$ cat config.mk
export PLATFORM = sky130hd
export DESIGN_NAME = pipe_hazard_ctrl
export DESIGN_NICKNAME = d
export VERILOG_FILES = /design/src/rtl/pipe_hazard_ctrl.sv
export SDC_FILE = /design/constraint.sdc
export NUM_CORES = 1
export LEC_CHECK = 0
export ABC_AREA = 0
export CAP_MARGIN = 20
export CORE_UTILIZATION = 62
export CTS_CLUSTER_SIZE = 12
export DETAILED_ROUTE_END_ITERATION = 8
export DONT_BUFFER_PORTS = 1
export PLACE_DENSITY = 0.78
export SETUP_SLACK_MARGIN = 0.5
export SYNTH_ARGS = -nofsm -noshare
export SYNTH_HDL_FRONTEND = slang
export SYNTH_SLANG_ARGS = --single-unit
$ cat constraint.sdc
create_clock -name clk -period 2.9 [get_ports clk]
set_input_delay 0.29 -clock clk [delete_from_list [all_inputs] [get_ports clk]]
set_output_delay 0.29 -clock clk [all_outputs]
set_load 0.02 [all_outputs]
$ cat src/rtl/pipe_hazard_ctrl.sv
// Hazard scheduler for the 5-stage pipeline: per-stage hold/bubble vectors from hazard requests,
// with an FSM sequencing multi-cycle MUL/DIV and data-memory waits.
module pipe_hazard_ctrl #(
    parameter int MDU_LAT     = 4,
    parameter int MEM_TIMEOUT = 255
) (
    input  logic        clk,
    input  logic        rst_n,
    input  logic        load_use,
    input  logic        branch_taken,
    input  logic        mdu_start,
    input  logic        mem_wait,
    output logic [5:0]  stall,
    output logic [5:0]  flush,
    output logic        busy,
    output logic        mem_timeout,
    output logic [31:0] stall_cycles
);

    localparam int CW = $clog2(MDU_LAT + 1);
    localparam int WW = $clog2(MEM_TIMEOUT + 1);
    localparam logic [CW-1:0] MDU_LOAD = CW'(MDU_LAT - 1);
    localparam logic [WW-1:0] WAIT_MAX = WW'(MEM_TIMEOUT);

    localparam logic [5:0] MEMP_STALL = 6'b001111, MEMP_FLUSH = 6'b010000;
    localparam logic [5:0] MDUP_STALL = 6'b000111, MDUP_FLUSH = 6'b001000;
    localparam logic [5:0] BRP_FLUSH  = 6'b000110;
    localparam logic [5:0] LUP_STALL  = 6'b000011, LUP_FLUSH  = 6'b000100;

    typedef enum logic [1:0] {IDLE, MDU, MEMW} state_t;

    state_t        state, state_nxt;
    logic [CW-1:0] mdu_cnt, mdu_cnt_nxt;
    logic [WW-1:0] wait_cnt, wait_cnt_nxt;
    logic [5:0]    stall_raw, flush_raw;

    // NOTE: every always_comb output gets a default first so no path can infer a latch.
    always_comb begin
        state_nxt   = state;
        mdu_cnt_nxt = mdu_cnt;
        stall_raw   = '0;
        flush_raw   = '0;
        if (state == MDU) begin
            // Inside an MDU op only a memory wait can preempt; upstream requests are frozen.
            if (mem_wait) begin
                stall_raw = MEMP_STALL;
                flush_raw = MEMP_FLUSH;
            end else begin
                stall_raw   = MDUP_STALL;
                flush_raw   = MDUP_FLUSH;
                mdu_cnt_nxt = mdu_cnt - 1'b1;
                if (mdu_cnt == CW'(1)) state_nxt = IDLE;
            end
        end else if (mem_wait) begin
            stall_raw = MEMP_STALL;
            flush_raw = MEMP_FLUSH;
            state_nxt = MEMW;
        end else if (mdu_start) begin
            stall_raw = MDUP_STALL;
            flush_raw = MDUP_FLUSH;
            if (MDU_LAT > 1) begin
                state_nxt   = MDU;
                mdu_cnt_nxt = MDU_LOAD;
            end else begin
                state_nxt = IDLE;
            end
        end else if (branch_taken) begin
            flush_raw = BRP_FLUSH;
            state_nxt = IDLE;
        end else if (load_use) begin
            stall_raw = LUP_STALL;
            flush_raw = LUP_FLUSH;
            state_nxt = IDLE;
        end else begin
            state_nxt = IDLE;
        end
    end

    always_comb begin
        wait_cnt_nxt = '0;
        if (mem_wait) wait_cnt_nxt = (wait_cnt == WAIT_MAX) ? wait_cnt : wait_cnt + 1'b1;
    end

    // Outputs are forced quiet while reset is asserted, independent of the clock.
    assign stall = rst_n ? stall_raw : '0;
    assign flush = rst_n ? flush_raw : '0;
    assign busy  = (state != IDLE);

    // NOTE: sequential state uses non-blocking assignments so all registers update from pre-edge values.
    always_ff @(posedge clk or negedge rst_n) begin
        if (!rst_n) begin
            state        <= IDLE;
            mdu_cnt      <= '0;
            wait_cnt     <= '0;
            mem_timeout  <= 1'b0;
            stall_cycles <= '0;
        end else begin
            state        <= state_nxt;
            mdu_cnt      <= mdu_cnt_nxt;
            wait_cnt     <= wait_cnt_nxt;
            mem_timeout  <= mem_timeout | (wait_cnt_nxt == WAIT_MAX);
            stall_cycles <= stall_cycles + {31'd0, stall_raw[0]};
        end
    end

endmodule

==> impl_metrics.py, run 1 <==
metrics = {
    "floorplan": {
        "io_pins": 52,
        "core.rowCount": 21,
        "die_y_um": 62.2,
        "initial_core_util": 0.658,
        "core_area_um2": 3420,
        "dieArea_um2": 3870,
        "die_x_um": 62.2,
    },
    "sta": {
        "max_freq_mhz": 445,
        "setup_viol": 0,
        "timing.final.crit_share": 0.775,
        "hold_violations": 0,
        "grt_setup_unrepaired": "false",
        "fin_setup_tns_ns": 0,
        "maxSlewViolCount": 0,
        "skew_ns": 0.0135,
        "period_minus_slack_ns": 2.25,
    },
    "synthesis": {
        "synth-edff-count": 0,
        "synth-async-reset-ratio": 1.00,
        "synthTopCellsByArea": "dfrtp_1 (51%), xnor2_1 (10%), nand3_1 (3.6%)",
        "synth-seq-cells": 46,
        "avgSynthCellArea_um2": 10.7,
        "yosysTopAreaCellShare": 0.513,
        "ys_seq_area_frac": 0.513,
        "ys_types": 36,
        "yosys_most_used_dff": "dfrtp_1",
        "syn_inst": 210,
        "synth_warnings": 0,
        "synth_top_cell_by_area": "dfrtp_1",
        "syn_area_um2": 2250,
    },
    "finish": {
        "antennaDiodeCount": 0,
        "fin_area_um2": 2420,
        "layout_common_cells": "dfrtp_1 (46), xnor2_1 (26), nand2_1 (17), nand3_1 (16), nor2_1 (15)",
        "syn_to_final_growth_pct": 7.97,
        "drive_gt1_frac": 0.110,
        "multi_input_area_um2": 1070,
        "final_common_cell": "dfrtp_1",
        "regArea_um2": 1150,
        "nets": 230,
        "num-fill-cells": 257,
    },
    "placement": {
        "portBuffers": 0,
        "place_hpwl_um": 3050,
        "dpl_cell_area_um2": 2260,
        "gp_congestion": 0.885,
    },
    "global_route": {
        "grt_max_degree": 47,
        "antenna_found_initial": 0,
        "gr-total-overflow": 0,
        "grt_first_pass_wirelength_um": 7360,
        "grt_usage": 0.245,
        "first_global_vias": 1636,
    },
    "detailed_routing": {
        "drt.antenna.violating_nets": 0,
        "via_per_inst": 5.91,
        "drc_errors": 0,
        "drt_first_pass_iters": 4,
        "wl_per_cell_um": 16.3,
        "wirelength_um": 4310,
        "vias": 1565,
        "drt_iter0_markers": 141,
    },
    "clock_network": {
        "h-tree-depth": 2,
        "cts_root_buf": "clkbuf_4",
        "numCtsBuffers": 5,
        "cts.sinks": 46,
        "clock_path_buffers": 2,
        "clk_latency_ns": 0.36,
        "clkSlewWorstSetupHoldPaths_ns": 0.14,
        "cts_tree": "built",
    },
    "setup_path": {
        "cp.required_ns": 3.15,
        "setup.worst_path.start_class": "register",
        "crit_type": "register to register",
        "worstPathArrival_ns": 2.49,
        "endpoint_kind": "register",
        "cp_max_fo": 6,
    },
    "pwr": {
        "p_leak_nw": 1.10,
        "p_per_area_nw_per_um2": 595,
        "ir_drop_v": 0.000571,
        "power_mw": 1.44,
    },
    "job": {
        "cap_violations": 0,
    },
    "hold_path": {
        "hold_path_class": "input pin to register",
    },
    "outcome": {
        "status": "completed",
    },
}
==> kinds of logic (layout without fill, tap and decap cells) <==
family,count (synthesis),in the layout,share of synthesized area
and+or+nand+nor,91,91,0.230
DFF,46,46,0.513
xor gates and xnor gates,34,34,0.133
AOI/OAI and AO/OA,15,15,0.0423
buffers and inverters,14,20,0.0340
adders and majority gates,6,6,0.0334
muxes,3,3,0.0134
other,1,4,0.00167
==> report_power, final <==
part / internal (mW) / leakage (nW) / total (mW) / switching, mW
clock network: 0.0955 / 0.0322 / 0.294 / 0.199
logic: 0.123 / 0.455 / 0.257 / 0.134
registers: 0.716 / 0.615 / 0.891 / 0.175
total: 0.935 / 1.10 / 1.44 / 0.507
==> final cells by class <==
class,instances,share of cell area
Clock buffer,6,0.0170
Clock inverter,2,0.00568
Inverter,6,0.00929
Multi-Input combinational cell,153,0.442
Sequential cell,46,0.475
Tap cell,46,0.0237
Timing Repair Buffer,6,0.0279
==> flip-flops by register name (all words and copies together) (netlist names) <==
signal,cells
stall_cycles,32
wait_cnt,8
state,2
mem_timeout,1
mdu_cnt,3
==> worst max-delay path, cell delays in order, from the launching register on <==
cell and delay (ns):
dfrtp_1 0.43, nor2b_4 0.16, nor3_2 0.08, o21ai_2 0.09, ha_4 0.19, ha_4 0.15
nand4_1 0.18, nor4_4 0.33, and2b_2 0.25, nand3_1 0.11, xnor2_1 0.16
==> Yosys cell counts (all sizes together) (2+ instances only) <==
library cell   n
nand2b         2
xnor2         26
xor2           8
o21ai          2
nand2         17
nand3         16
or2            2
buf            7
dfrtp         46
nor4           3
inv            6
mux2i          3
a21oi          6
nor2          15
a211oi         2
and3           6
nand4          9
and4           5
nor3           4
ha             6
nor2b          4
and2           5
==> through the flow <==
step | setup slack, ns | cells | hold WS (ns) | utilization
after floorplan | 0.574 | 213 | -0.00559 | -
after global placement | 0.383 | 251 | -0.00433 | 0.662
after detailed placement | 0.225 | 251 | -0.00442 | 0.662
after CTS | 0.500 | 262 | 0.0707 | 0.694
after global routing | 0.547 | 265 | 0.0717 | 0.710
final | 0.653 | 265 | 0.0922 | 0.710
==> what timing repair did <==
action / 4_1_cts / 5_1_grt
gates resized for setup: 3 / 6
pin swaps: 2 / 2
hold buffers: 2 / 0
endpoints found under the setup margin: 7 / 6
buffers inserted: 1 / 3
endpoints found under the hold margin: 46 / 0
==> layer usage <==
layer,part of all wire,vias up,wire (µm),track usage
met5,0,-,0,0
met4,0.0090,0,39,0.125
met3,0.064,4,274,0.0809
met2,0.51,61,2220,0.404
met1,0.41,773,1780,0.287
li1,-,727,-,-
==> path summary, 6_finish.rpt <==
path	start	end	slack [ns]	cells past startpoint
worst min register to register	mdu_cnt[0]	mdu_cnt[0]	0.54	1
worst max-delay path	state[1]	stall_cycles[24]	0.65	10
max in group asynchronous	rst_n	stall_cycles[2]	2.27	2
worst min-delay path	mem_wait	wait_cnt[3]	0.09	2
worst max register to register	state[1]	stall_cycles[24]	0.65	10
min in group asynchronous	rst_n	mem_timeout	0.42	2
No activity file was read; power rests on OpenSTA's default activity.
==> run 2: changes to the inputs <==
CORE_UTILIZATION = 56   (was 62)
PLACE_DENSITY = 0.74   (was 0.78)
clock period = 2 ns   (was 2.9 ns; I/O delays follow)
==> run 2 against run 1 <==
  * The run now ends with negative setup slack left
  * Critical path depth did not move
  * Sequential share of layout area is 9.1 points lower
  * Sequential power grew 38%
  * Sequential cell count unchanged
  * Global-route usage grew 0.57 points
  * Utilization grew 10 points
  * First-iteration DRC count down 11%
  * Wire length up 30%
  * Clock skew is 0.0052 ns lower
  * Critical endpoint is now stall_cycles[22]
==> impl_metrics.py, run 2 (synthesis gave the netlist of run 1 again) <==
metrics = {
    "sta": {
        "grt_setup_unrepaired": "true",
        "skew_ns": 0.00828,
        "timing.final.crit_share": 1.07,
        "setup_viol": 8,
        "max_freq_mhz": 469,
        "maxSlewViolCount": 0,
        "fin_setup_tns_ns": -0.699,
        "holdWs_ns": 0.117,
        "period_minus_slack_ns": 2.13,
        "hold_violations": 0,
        "fin_ws_ns": -0.133,
    },
    "detailed_routing": {
        "drc_errors": 0,
        "drt.antenna.violating_nets": 0,
        "via_per_inst": 5.89,
        "wl_met2_um": 2680,
        "wl_per_cell_um": 19.0,
        "wirelength_um": 5600,
        "wl_met3_um": 344,
        "highest_layer": "met4",
        "drt_iter0_markers": 126,
        "wl_met1_um": 2470,
        "vias": 1738,
        "drt_first_pass_iters": 4,
    },
    "finish": {
        "num-fill-cells": 208,
        "antennaDiodeCount": 0,
        "top_regs": "stall_cycles (32), wait_cnt (8), mdu_cnt (3)",
        "largest_register_ffs": 32,
        "nets": 258,
        "syn_to_final_growth_pct": 35.5,
        "largest_register": "stall_cycles",
        "layout_common_cells": "dfrtp_1 (33), buf_4 (23), xnor2_1 (21), dfrtp_2 (13), nand2_1 (11)",
        "drive_gt1_frac": 0.433,
        "layoutNonFillerInstCount": 295,
        "final_common_cell": "dfrtp_1",
    },
    "pwr": {
        "p_leak_nw": 1.40,
        "p_per_area_nw_per_um2": 958,
        "power_mw": 2.92,
        "ir_drop_v": 0.000954,
    },
    "clock_network": {
        "clock_path_buffers": 2,
        "clkSlewWorstSetupHoldPaths_ns": 0.10,
        "cts.sinks": 46,
        "numCtsBuffers": 5,
        "clk_latency_ns": 0.31,
        "h-tree-depth": 2,
        "cts_tree": "built",
        "cts_root_buf": "clkbuf_8",
    },
    "setup_path": {
        "reg2regPathDepth": 10,
        "crit_type": "register to register",
        "cp.required_ns": 2.20,
        "regToRegSetupSlack_ns": -0.13,
        "r2r_start": "state[1]",
        "worstPathArrival_ns": 2.33,
        "setup.worst_path.start_class": "register",
        "reg2reg_to": "stall_cycles[22]",
        "endpoint_kind": "register",
        "cp_max_fo": 6,
    },
    "hold_path": {
        "hp-start": "mdu_start",
        "hold_path_depth": 2,
        "hold_path_end": "state[0]",
        "hold_path_class": "input pin to register",
    },
    "floorplan": {
        "io_pins": 52,
        "die_y_um": 65.3,
        "core.rowCount": 22,
        "dieArea_um2": 4270,
        "core_area_um2": 3740,
        "die_x_um": 65.3,
        "initial_core_util": 0.600,
    },
    "job": {
        "cap_violations": 0,
    },
    "outcome": {
        "violations": "negative setup slack",
        "status": "complete, but fails checks",
    },
    "placement": {
        "placedCellCount": 265,
        "gp_congestion": 0.791,
        "place_hpwl_um": 3110,
        "portBuffers": 0,
    },
    "global_route": {
        "gr-total-overflow": 0,
        "grt_first_pass_wirelength_um": 8130,
        "grt_usage": 0.251,
        "grt_max_degree": 47,
        "first_global_vias": 1737,
        "antenna_found_initial": 0,
    },
}
[run 2: cell type report]
cell class | instances | area (µm²) | share of cell area
clock buffers | 5 | 68.8 | 0.0226
clock inverters | 3 | 68.8 | 0.0226
inverters | 6 | 22.5 | 0.00740
multi-input cells | 153 | 1350 | 0.442
flip-flops and latches | 46 | 1170 | 0.383
well taps | 48 | 60.1 | 0.0197
repair buffers | 34 | 312 | 0.102
[run 2: worst max path at each step]
stage | from | end | depth (start not counted)
finish | state[1] | stall_cycles[22] | 10
global route | state[1] | stall_cycles[22] | 10
CTS | state[1] | stall_cycles[24] | 10
detailed placement | state[1] | stall_cycles[24] | 10
global placement | state[1] | stall_cycles[26] | 10
floorplan | state[1] | stall_cycles[24] | 10
[run 2: routing by layer]
layer  vias to the layer above  track usage
met4                         0       0.0761
met1                       876        0.328
li1                        788            -
met5                         -            0
met2                        63        0.397
met3                        11       0.0816
[run 2: timing repair]
| action | CTS | global route |
|---|---|---|
| endpoints found under the hold margin | 46 | 0 |
| hold buffers | 2 | 0 |
| setup buffers | 14 | 6 |
| pin swaps | 27 | 21 |
| gates resized for setup | 40 | 31 |
| setup endpoints to repair | 35 | 38 |
[run 2: critical path, cell delays in order (launching register included)]
cell,delay (ns)
dfrtp_1,0.43
nor2b_4,0.17
nor3_4,0.06
o21ai_2,0.07
ha_2,0.22
ha_4,0.13
nand4_1,0.18
nor4_4,0.23
and2b_2,0.27
nand3_1,0.12
xnor2_1,0.15
[run 2: power breakdown]
part	leakage, nW	switching (mW)	internal, mW
Clock	0.0683	0.346	0.501
Combinational	0.737	0.429	0.409
Sequential	0.594	0.187	1.04
Total	1.40	0.962	1.95
[run 2: metrics by stage]
stage	setup slack, ns	util	area, µm²
global route	-0.246	0.813	3040
CTS	-0.0488	0.763	2860
floorplan	-0.0539	-	2320
detailed placement	-0.130	0.645	2410
global placement	-0.0801	0.645	2410
finish	-0.133	0.813	3040
